<file path="src/rtl/keypad_hex_encoder.sv">
// 4x4 hex keypad scanner: one-hot active-low column drive, 2-FF row sync,
// frame-level debounce and a two-state stable-key FSM.
module keypad_hex_encoder #(
    parameter int unsigned SCAN_DIV        = 50000,
    parameter int unsigned DEBOUNCE_FRAMES = 4
) (
    input  logic       clk,
    input  logic       rst,
    input  logic [3:0] ROW,
    output logic [3:0] COL,
    output logic [3:0] KEY,
    output logic       KEY_VALID,
    output logic       KEY_HELD
);

    localparam int unsigned TW = (SCAN_DIV > 1) ? $clog2(SCAN_DIV) : 1;
    localparam int unsigned CW = $clog2(DEBOUNCE_FRAMES + 1);
    localparam logic [TW-1:0] TimerLast = TW'(SCAN_DIV - 1);
    localparam logic [CW-1:0] CntMax    = CW'(DEBOUNCE_FRAMES);

    typedef enum logic [1:0] {ResNone, ResSingle, ResMulti} res_e;
    typedef enum logic {StIdle, StPressed} state_e;

    logic [3:0]    row_meta_q, row_sync_q;
    logic [TW-1:0] timer_q;
    logic [1:0]    col_q;
    logic [1:0]    acc_cnt_q, acc_cnt_d;
    logic [3:0]    acc_code_q, acc_code_d;
    res_e          prev_kind_q, frame_kind;
    logic [3:0]    prev_code_q;
    logic [CW-1:0] cnt_q, cnt_d;
    state_e        state_q, state_d;
    logic [3:0]    key_q, key_d;
    logic          valid_q, valid_d;

    logic          sample, frame_end, hit, same;
    logic [3:0]    col_lows;
    logic [2:0]    col_n, total;
    logic [1:0]    col_row;

    function automatic logic [3:0] key_map(input logic [1:0] r, input logic [1:0] c);
        logic [3:0] k;
        case ({r, c})
            4'h0: k = 4'h1;
            4'h1: k = 4'h2;
            4'h2: k = 4'h3;
            4'h3: k = 4'hA;
            4'h4: k = 4'h4;
            4'h5: k = 4'h5;
            4'h6: k = 4'h6;
            4'h7: k = 4'hB;
            4'h8: k = 4'h7;
            4'h9: k = 4'h8;
            4'hA: k = 4'h9;
            4'hB: k = 4'hC;
            4'hC: k = 4'h0;
            4'hD: k = 4'hF;
            4'hE: k = 4'hE;
            default: k = 4'hD;
        endcase
        return k;
    endfunction

    assign sample    = (timer_q == TimerLast);
    assign frame_end = sample && (col_q == 2'd3);

    // Fold the current column's low rows into the running frame tally (saturates at 2 = MULTI).
    always_comb begin
        col_lows = ~row_sync_q;
        col_n    = 3'd0;
        col_row  = 2'd0;
        for (int r = 0; r < 4; r++) begin
            if (col_lows[r]) begin
                col_n   = col_n + 3'd1;
                col_row = 2'(r);
            end
        end
        total      = {1'b0, acc_cnt_q} + col_n;
        acc_cnt_d  = (total >= 3'd2) ? 2'd2 : total[1:0];
        acc_code_d = (acc_cnt_q == 2'd0 && col_n == 3'd1) ? key_map(col_row, col_q)
                                                          : acc_code_q;
        case (acc_cnt_d)
            2'd0:    frame_kind = ResNone;
            2'd1:    frame_kind = ResSingle;
            default: frame_kind = ResMulti;
        endcase
    end

    always_comb begin
        cnt_d = cnt_q;
        hit   = 1'b0;
        same  = (frame_kind == prev_kind_q) &&
                ((frame_kind != ResSingle) || (acc_code_d == prev_code_q));
        if (frame_end) begin
            if (frame_kind == ResMulti) begin
                cnt_d = '0;
            end else if (same) begin
                cnt_d = (cnt_q == CntMax) ? CntMax : cnt_q + 1'b1;
            end else begin
                cnt_d = CW'(1);
            end
            hit = (frame_kind != ResMulti) && (cnt_d == CntMax);
        end
    end

    always_comb begin
        state_d = state_q;
        key_d   = key_q;
        valid_d = 1'b0;
        if (hit) begin
            case (state_q)
                StIdle: begin
                    if (frame_kind == ResSingle) begin
                        state_d = StPressed;
                        key_d   = acc_code_d;
                        valid_d = 1'b1;
                    end
                end
                default: begin
                    if (frame_kind == ResSingle && acc_code_d != key_q) begin
                        key_d   = acc_code_d;
                        valid_d = 1'b1;
                    end else if (frame_kind == ResNone) begin
                        state_d = StIdle;
                    end
                end
            endcase
        end
    end

    always_ff @(posedge clk) begin
        if (rst) begin
            row_meta_q  <= 4'b1111;
            row_sync_q  <= 4'b1111;
            timer_q     <= '0;
            col_q       <= 2'd0;
            acc_cnt_q   <= 2'd0;
            acc_code_q  <= 4'h0;
            prev_kind_q <= ResNone;
            prev_code_q <= 4'h0;
            cnt_q       <= '0;
            state_q     <= StIdle;
            key_q       <= 4'h0;
            valid_q     <= 1'b0;
        end else begin
            row_meta_q <= ROW;
            row_sync_q <= row_meta_q;
            if (sample) begin
                timer_q <= '0;
                col_q   <= col_q + 2'd1;
            end else begin
                timer_q <= timer_q + 1'b1;
            end
            if (frame_end) begin
                acc_cnt_q   <= 2'd0;
                acc_code_q  <= 4'h0;
                prev_kind_q <= frame_kind;
                prev_code_q <= acc_code_d;
            end else if (sample) begin
                acc_cnt_q  <= acc_cnt_d;
                acc_code_q <= acc_code_d;
            end
            cnt_q   <= cnt_d;
            state_q <= state_d;
            key_q   <= key_d;
            valid_q <= valid_d;
        end
    end

    assign COL       = ~(4'b0001 << col_q);
    assign KEY       = key_q;
    assign KEY_VALID = valid_q;
    assign KEY_HELD  = (state_q == StPressed);

endmodule

</file>
<file path="config.mk">
export PLATFORM = sky130hd
export DESIGN_NAME = keypad_hex_encoder
export DESIGN_NICKNAME = d
export VERILOG_FILES = /design/src/rtl/keypad_hex_encoder.sv
export SDC_FILE = /design/constraint.sdc
export NUM_CORES = 1
export LEC_CHECK = 0
export CORE_MARGIN = 3
export CORE_UTILIZATION = 64
export CTS_CLUSTER_DIAMETER = 40
export DETAILED_ROUTE_END_ITERATION = 10
export MAX_ROUTING_LAYER = met4
export PLACE_DENSITY_LB_ADDON = 0.08
export SLEW_MARGIN = 20
export SYNTH_ARGS = -nofsm -noshare
export SYNTH_HDL_FRONTEND = slang
export SYNTH_SLANG_ARGS = --single-unit
</file>
<file path="constraint.sdc">
create_clock -name clk -period 5.7 [get_ports clk]
set_clock_uncertainty 0.05 [all_clocks]
set_input_delay 0.855 -clock clk [delete_from_list [all_inputs] [get_ports clk]]
set_output_delay 0.855 -clock clk [all_outputs]
set_load 0.02 [all_outputs]
</file>
==> summary.md, run 1 <==
| Metric | Value |
|---|---|
| Setup-failing EPs final | 0 |
| Critical path arrival | roughly 4.5 ns |
| Synth Warn # | 0 |
| ANT cells | 0 |
| Die span in y | between 70 and 80 um |
| Commonest cells post-synth | dfxtp_1, nor2_1, a21oi_1 |
| EDFF count, synth | 0 |
| Max cap viols | 0 |
| Setup CP Type | register to register |
| Period minus WS final | between 4 and 5 ns |
| Initial antenna violation count | 0 |
| Yosys reg bits | 47 |
| WP buf/inv | 1 |
| Status | complete, no violations |
| Hold Crit Start | row_meta_q[2] |
| Clk buf depth | 2 |
| CTS root buf | clkbuf_8 |
| Post-CTS Setup Inserts | 0 |
| Gpl congestion | around 0.94 |
| Mapped Cells | 313 |
| CP Cell Sequence | inv_1, ha_1, xnor2_1, ha_1, mux2_2, fa_1, xnor3_1, nand2_1, nor4b_1, o211a_1, o2111ai_4, mux2_1 |
| Clock latency at the later pin of the worst-skew pair | around 0.3 ns |
| PnR Total Power | just over 0.6 mW |
| Slowest stage delay, CP | slightly below 0.7 ns |
| H-tree depth | 2 |
| Layout cells sized above 1 | 0.0982 |
| Port-buffer cells | 15 |
| Unique masters post-synth | 57 |
| Final hold vios | 0 |
| Most used cell along the critical path | ha_1 |
| Top Ports | 16 |
| Startpoint Class | register |
| First-pass GRT wire length | approximately 9500 um |
| Core Region | slightly above 4000 um2 |
| All-layer global routing usage | 0.238 |
| Register Area | between 900 and 1000 um2 |
| Pin count of the biggest net entering global routing | 33 |
| Total wire length | between 5000 and 6000 um |
| Synthesized area | about 2700 um2 |
| Worst Path Required | just under 6 ns |
| # fillers | roughly 320 |
| Slew Viols, Final | 0 |
| Cts hold-fix bufs | 0 |
| Async S/R FF share, synth | 0 |
| Clk sinks | between 40 and 50 |
| Synth area leader | dfxtp_1 |
| Slew @ Worst Pin | between 0.8 and 0.9 ns |
| Worst hold path type | register to register |
| Critical path peak fanout | 6 |
| Max Clock Freq | 0.231 GHz |
| VDD IR max | about 0.00020 V |
| Syn_area_per_cell | 8.73 um2 |
| CP max stage cell | nor4b_1 |
| Post-CTS resize count | 0 |
| R2R cell count | 12 |
| Reg2reg start | row_sync_q[1] |
| Hold endpoint | row_sync_q[2] |
| # rows | 23 |
| Multi-input gate area | between 1500 and 2000 um2 |
| P&R area growth vs syn | 9.34% |
| TritonCTS clock tree | done |
| Final HPWL DP | between 3000 and 4000 um |
| CP top delay family | adder cells |
| Initial Utilization | 0.673 |
| Clock slew at reported path FFs | 0.08 ns |
| R2R Setup Slk | between 1 and 1.5 ns |
| Synth top area share | 0.344 |
| DIE WIDTH | a little over 70 um |
| Sequential-to-total area share from yosys stat | 0.344 |
| Total CTS buffers | 5 |
| Synth Flop Type | dfxtp_1 |
| Leak Pwr | ~1.1 nW |
| Top-count cell post-synth | dfxtp_1 |
| Number of global-route vias before repair | 2135 |
| Initial DRC count | 176 |
| DR DRC count | 0 |
| Die area | ~5100 um2 |
| Drt wl/cell | approximately 15 um |
| Hold Path Depth | 1 |
| Rel. slew slack | 0.457 |
| Period utilization | 0.759 |
| Setup TNS | 0 ns |
| Pre-Repair DR Iteration Count | 5 |
| Top cells by area, synth | dfxtp_1, ha_1, nor2_1, xnor2_1, a21oi_1 |
| Vias after detailed routing | ~2300 |
| RSZ-0062 raised after global routing | false |
| R2r endpoint | KEY[0] |
| Total gr overflow | 0 |
| Routed Antenna Nets | 0 |
| Via density | about 6.0 |
| CP Capture Type | register |
| Power per Cell Area | approximately 200 nW/um2 |
| Synthesized Nets | between 300 and 400 |
| Final #Nets | approximately 340 |
| Stages on worst setup path | 12 |
==> through the flow <==
stage	area [um2]	setup WS, ns	cells	hold WS [ns]	utilization
floorplan	2730	1.80	313	0.339	-
global route	2990	1.08	376	0.385	0.736
detailed placement	2900	1.41	368	0.349	0.715
CTS	2990	1.36	376	0.368	0.736
finish	2990	1.37	376	0.364	0.736
global placement	2900	1.61	368	0.345	0.715
==> cells in the final DEF, fill, tap and decap left out, types with 2 or more instances in the layout <==
cell,count
and3_1,6
nand4_1,4
clkdlybuf4s50_1,15
nor2b_1,7
xnor3_1,2
nor3_1,4
and2_1,3
or3_1,6
inv_1,16
o221ai_1,2
nor3b_1,3
or2_2,10
ha_1,12
dfxtp_1,47
a21oi_1,20
xor2_1,8
nor4b_1,2
o2111ai_1,2
xnor2_1,15
nand2_1,19
a211oi_1,6
nor2_1,40
o21ai_0,12
mux2_2,4
clkbuf_8,5
nor4bb_1,2
and3b_1,2
nand3_1,10
nand2b_1,4
mux2i_1,5
nand3b_1,4
==> power breakdown <==
group          switching (mW)  leakage, nW  internal, mW
logic                  0.0413        0.722        0.0284
clock network           0.112       0.0412        0.0859
registers             0.00476        0.381         0.332
total                   0.158         1.14         0.447
==> sequential cells by signal, indices dropped and copies added, names as in the netlist, 3 cells and up, named ones only <==
name / flops
KEY: 4
acc_code_q: 4
cnt_q: 3
prev_code_q: 4
row_meta_q: 4
row_sync_q: 4
timer_q: 16
==> worst max-delay path by stage <==
stage	from	endpoint	slack [ns]
finish	row_sync_q[1]	KEY[0]	1.37
global route	row_sync_q[1]	KEY[0]	1.08
CTS	row_sync_q[1]	KEY[0]	1.36
detailed placement	row_sync_q[1]	KEY[0]	1.41
global placement	row_sync_q[1]	KEY[0]	1.61
floorplan	row_sync_q[1]	KEY[0]	1.80
==> metal layers <==
layer,up-vias,wire (um),share of wire,GRT usage
met4,0,112,0.020,0.0814
met2,58,2710,0.49,0.392
met5,-,0,0,-
li1,1125,-,-,-
met3,16,250,0.045,0.0463
met1,1064,2470,0.45,0.290
==> final cells by class <==
| type | instances | share of cell area |
|---|---|---|
| Clock buffer | 6 | 0.0243 |
| Clock inverter | 2 | 0.00419 |
| Inverter | 16 | 0.0201 |
| Multi-Input combinational cell | 239 | 0.563 |
| Sequential cell | 47 | 0.315 |
| Tap cell | 50 | 0.0209 |
| Timing Repair Buffer | 16 | 0.0528 |
==> kinds of logic after synthesis <==
group	after synthesis	share of synthesized area
buffers and inverters	27	0.0403
AO/OA/AOI/OAI	60	0.163
adder cells (fa/ha/maj)	13	0.0623
XOR/XNOR	25	0.0902
AND/OR/NAND/NOR	130	0.253
multiplexers	11	0.0472
flip-flops	47	0.344
==> worst register-to-register path, stage by stage (launching register included) <==
cell,delay (ns)
dfxtp_1,0.41
inv_1,0.06
ha_1,0.36
xnor2_1,0.27
ha_1,0.32
mux2_2,0.29
fa_1,0.39
xnor3_1,0.44
nand2_1,0.12
nor4b_1,0.69
o211a_1,0.31
o2111ai_4,0.16
mux2_1,0.35
(Power assumes the default switching activity.)
==> inputs of run 2 (changes only) <==
Settings changed: CORE_UTILIZATION 64 to 59.
Clock period 5.7 ns to 3.99 ns, I/O delays scaled along.
==> run 2 against run 1 <==
Compared with the run above:
- sequential power increased by 42%
- sequential share of layout area fell by 1.1 points
- cell area is 3.7% higher
- largest cell class unchanged
- via count shrank 1.8%
- critical path type unchanged
- largest power group unchanged
- critical endpoint unchanged
- combinational power up 58%
==> summary.md, run 2 (synthesized netlist as in run 1, its figures left out) <==
| Metric | Value |
|---|---|
| Status | complete, no violations |
| Die area | around 5500 um2 |
| Placed insts | 376 |
| H-tree depth | 2 |
| Via density | 5.77 |
| Layout cells sized above 1 | 0.132 |
| First-pass GRT wire length | 9430 um |
| Die span in y | 74.0 um |
| DIE WIDTH | about 74 um |
| Number of global-route vias before repair | between 2000 and 2500 |
| Final hold vios | 0 |
| Final HPWL DP | just over 4000 um |
| Clock slew at reported path FFs | 0.09 ns |
| Slew @ Worst Pin | between 0.6 and 0.7 ns |
| Worst Path Required | around 4.1 ns |
| TritonCTS clock tree | done |
| Post-route insts no fill | between 300 and 400 |
| Biggest register | timer_q |
| Clock latency at the later pin of the worst-skew pair | roughly 0.30 ns |
| Max Clock Freq | between 0.2 and 0.3 GHz |
| Critical path arrival | 3.92 ns |
| Critical path peak fanout | 6 |
| Total wire length | 5560 um |
| PnR Total Power | 0.906 mW |
| Initial antenna violation count | 0 |
| Total gr overflow | 0 |
| Pin count of the biggest net entering global routing | 32 |
| Commonest non-fill, non-tap cell in the layout | dfxtp_1 |
| Setup CP Type | register to register |
| Slew Viols, Final | 0 |
| RSZ-0062 raised after global routing | false |
| Routed Antenna Nets | 0 |
| CP Capture Type | register |
| Rel. slew slack | 0.592 |
| DR DRC count | 0 |
| Setup-failing EPs final | 0 |
| All-layer global routing usage | 0.228 |
| CP max stage cell | xnor3_1 |
| Clk sinks | 47 |
| Slowest stage delay, CP | between 0.4 and 0.5 ns |
| CTS root buf | clkbuf_8 |
| Port-buffer cells | 15 |
| # rows | 24 |
| Worst hold path type | register to register |
| Top Ports | 16 |
| P&R area growth vs syn | 13.4% |
| Initial Utilization | 0.619 |
| Cts hold-fix bufs | 0 |
| Core Region | ~4400 um2 |
| Vias after detailed routing | roughly 2200 |
| Max FFs per register | 16 |
| Most frequent cells in the layout | dfxtp_1, nor2_1, a21oi_1 |
| Power per Cell Area | around 290 nW/um2 |
| Total CTS buffers | 5 |
| Final #Nets | 351 |
| Clk buf depth | 2 |
| Startpoint Class | register |
| Period minus WS final | 3.78 ns |
| Drt wl/cell | 14.4 um |
| Pre-Repair DR Iteration Count | 4 |
| ANT cells | 0 |
| Most used cell along the critical path | ha_1 |
| Max cap viols | 0 |
| Leak Pwr | between 1 and 1.5 nW |
| CP Cell Sequence | inv_1, ha_1, xnor2_2, ha_1, mux2_2, fa_1, xnor3_1, nand2_2, nor4_4, o211a_1, o2111ai_4, mux2_1 |
| Period utilization | 0.947 |
| Setup TNS | 0 ns |
| VDD IR max | ~0.00023 V |
| Initial DRC count | slightly below 100 |
| Gpl congestion | 0.904 |
run 2: final cells by class:
type / count / area (um2)
clock buffers: 8 / 100
fillers: 355 / 1320
inverters: 16 / 60.1
multi-input cells: 239 / 1720
flip-flops and latches: 47 / 942
well taps: 52 / 65.1
repair buffers: 23 / 210
run 2: worst max-delay path, delay by kind of cell (launching register included):
kind / cells / cell delay, ns
buffers and inverters: 1 / 0.05
and+or+nand+nor: 2 / 0.45
adders and majority gates: 3 / 1.07
AOI/OAI and AO/OA: 2 / 0.43
muxes: 2 / 0.64
DFF: 1 / 0.38
xor gates and xnor gates: 2 / 0.61
run 2: per-stage QoR:
| stage | setup slack [ns] | area [um2] | utilization | hold WS [ns] |
|---|---|---|---|---|
| 2_1_floorplan | 0.0923 | 2730 | - | 0.339 |
| 3_3_place_gp | 0.275 | 2950 | 0.668 | 0.341 |
| 3_5_place_dp | 0.0709 | 2950 | 0.668 | 0.349 |
| 4_1_cts | 0.0282 | 3050 | 0.691 | 0.368 |
| 5_1_grt | 0.0457 | 3100 | 0.702 | 0.379 |
| 6_report | 0.213 | 3100 | 0.702 | 0.364 |
run 2: timing repair:
action	4_1_cts	5_1_grt
setup buffers	0	1
gates resized for setup	0	7
setup endpoints to repair	0	4
run 2: report_power, final:
part	internal [mW]	switching, mW
Sequential	0.475	0.00547
Clock	0.158	0.157
Combinational	0.0469	0.0633
run 2: worst paths after layout:
check | end | cells past startpoint | startpoint | slack, ns
worst min register to register | row_sync_q[0] | 1 | row_meta_q[0] | 0.36
worst max register to register | KEY[0] | 12 | row_sync_q[1] | 0.21
worst min-delay path | row_sync_q[0] | 1 | row_meta_q[0] | 0.36
worst max-delay path | KEY[0] | 12 | row_sync_q[1] | 0.21
run 2: per-layer routing:
metal  global-route usage  up-vias  part of all wire
li1                     -     1138                 -
met1                0.292     1045              0.48
met2                0.358       32              0.47
met3               0.0446        8             0.030
met4               0.0785        0             0.014
met5                    -        -                 0
==> RTL edit (settings of run 2) <==
`key_q` no longer has a reset.
--- a/src/rtl/keypad_hex_encoder.sv
+++ b/src/rtl/keypad_hex_encoder.sv
@@ -140,7 +140,6 @@
             prev_code_q <= 4'h0;
             cnt_q       <= '0;
             state_q     <= StIdle;
-            key_q       <= 4'h0;
             valid_q     <= 1'b0;
         end else begin
             row_meta_q <= ROW;
@@ -162,9 +161,12 @@
             end
             cnt_q   <= cnt_d;
             state_q <= state_d;
-            key_q   <= key_d;
             valid_q <= valid_d;
         end
+    end
+
+    always_ff @(posedge clk) begin
+        key_q <= key_d;
     end
 
     assign COL       = ~(4'b0001 << col_q);
Behaviour: same outputs for any inputs over 10 cycles, from zero or initial values and one cycle with rst high; that may be too few to reach the edited logic, so the function may still have changed.
==> RTL edit against run 2 <==
Sequential cell count stayed put; worst setup slack worse by 0.025 ns; cell count is 10% lower; cell area is 8.6% lower; critical endpoint is now KEY[2]; maximum frequency is 0.67% lower; largest power group unchanged; highest routed layer unchanged; power is 5.8% lower; wire length is 16% lower; area after synthesis is 11% lower.
==> RTL edit: results (changes against run 2) <==
Post-synth top cells: dfxtp_1 (43), nor2_1 (34), inv_1 (18)
WHS Endpoint: row_sync_q[1]
Vias/cell: 5.66 (-2.0%)
Post-DP HPWL: 3430 um (-16%)
EDFF count, synth: 4 (+4)
Global-route track usage on met3: 4.75% (+0.29 points)
Worst R2R Setup Slack: 0.19 ns (-0.03 ns)
Power per cell area: 301 nW/um2 (+3.1%)
CP Launch Type: register
Yosys cell types: 50 (-12%)
Met1 GRT Util: 25.8% (-3.3 points)
Fillers: 297 (-16%)
Post-DP Area: 2690 um2 (-8.8%)
Max rail drop VDD: 0.000280 V (+23%)
Iter 0 DRT Violations: 133 (+34%)
Sw Share: 24.9% (-0.036 points)
Global placement routability congestion: 0.945 (+4.5%)
Slowest cell delay on critical path: 0.55 ns (+0.10 ns)
R2R depth: 11 (-1)
Worst hold start: row_meta_q[1]
Layout cells sized above 1: 13.5% (+0.25 points)
Seq/Total Area, Yosys: 40.2% (+5.7 points)
Wire length of the first global-routing pass: 8070 um (-14%)
CP top delay family: simple AND/OR/NAND/NOR gates
Synth Net Count: 293 (-12%)
Final Non-Filler Cells: 345 (-10%)
Rel. slew slack: 59.0% (-0.18 points)
DR WL met2: 2230 um (-15%)
Critical Path Sink: KEY[2]
Routed WL: 4680 um (-16%)
Final Net Count: 316 (-10%)
Leakage power: 0.00111 uW (-7.4%)
Vias in the first global route: 1,812 (-12%)
Worst EP arrival: 3.74 ns (-0.18 ns)
Gr usage total: 20.6% (-2.1 points)
Metal3 WL: 182 um (+9.0%)
Pin count of the biggest net entering global routing: 19 (-41%)
GR Util met2: 33.6% (-2.3 points)
Mapped Avg Cell Area: 8.91 um2 (+2.1%)
Status: complete, no violations
Ranking of synthesized cells by area: dfxtp_1 (35%), ha_1 (6.2%), xnor2_1 (6.1%)
DP Cell Count: 337 (-10%)
[RTL edit: changes by cell type in the layout (fill, tap and decap cells not counted), sizes merged, moves of 4 or more]
cell | before | now
a21oi | 20 | 12
dfxtp | 47 | 43
edfxtp | 0 | 4
mux2 | 5 | 0
nor2 | 40 | 34
nor2b | 7 | 3
o21ai | 12 | 5
o31ai | 0 | 4
[RTL edit: power by group through the flow]
stage	sequential [uW]	clock, uW	combinational (uW)
floorplan	495	0	58.7
finish	486	278	89.1
global placement	497	0	80.3
detailed placement	497	0	82.3
global route	487	299	99.4
CTS	486	283	85.1
[RTL edit: kinds of logic (layout without fill, tap and decap cells)]
group	count (synthesis)	count (layout)	synth area share (%)
AOI/OAI and AO/OA	46	46	13.3
xor gates and xnor gates	25	25	9.53
adders and majority gates	13	13	6.97
buffers and inverters	28	51	4.31
DFF	47	47	40.2
muxes	3	3	1.23
and+or+nand+nor	112	112	24.4
[RTL edit: stage by stage]
stage / setup TNS (ns) / hold slack, ns / setup WS, ns / power, uW
floorplan: 0 / 0.339 / 0.0158 / 554
global placement: 0 / 0.341 / 0.0711 / 577
detailed placement: -0.126 / 0.344 / -0.0317 / 579
CTS: 0 / 0.363 / 0.0231 / 854
global route: 0 / 0.377 / 0.0246 / 886
finish: 0 / 0.362 / 0.188 / 853
[RTL edit: timing repair]
action	CTS	global route
pin swaps	0	4
setup endpoints to repair	4	6
buffers inserted	0	1
hold endpoints to repair	0	0
resized for setup	3	6
[RTL edit: final cells by class]
type                       instances  area share [%]
multi-input combinational        199            49.7
sequential                        47            34.8
timing repair buffer              25            7.96
inverter                          19            2.52
clock buffer                       5            2.43
tap                               48            2.12
clock inverter                     2           0.486
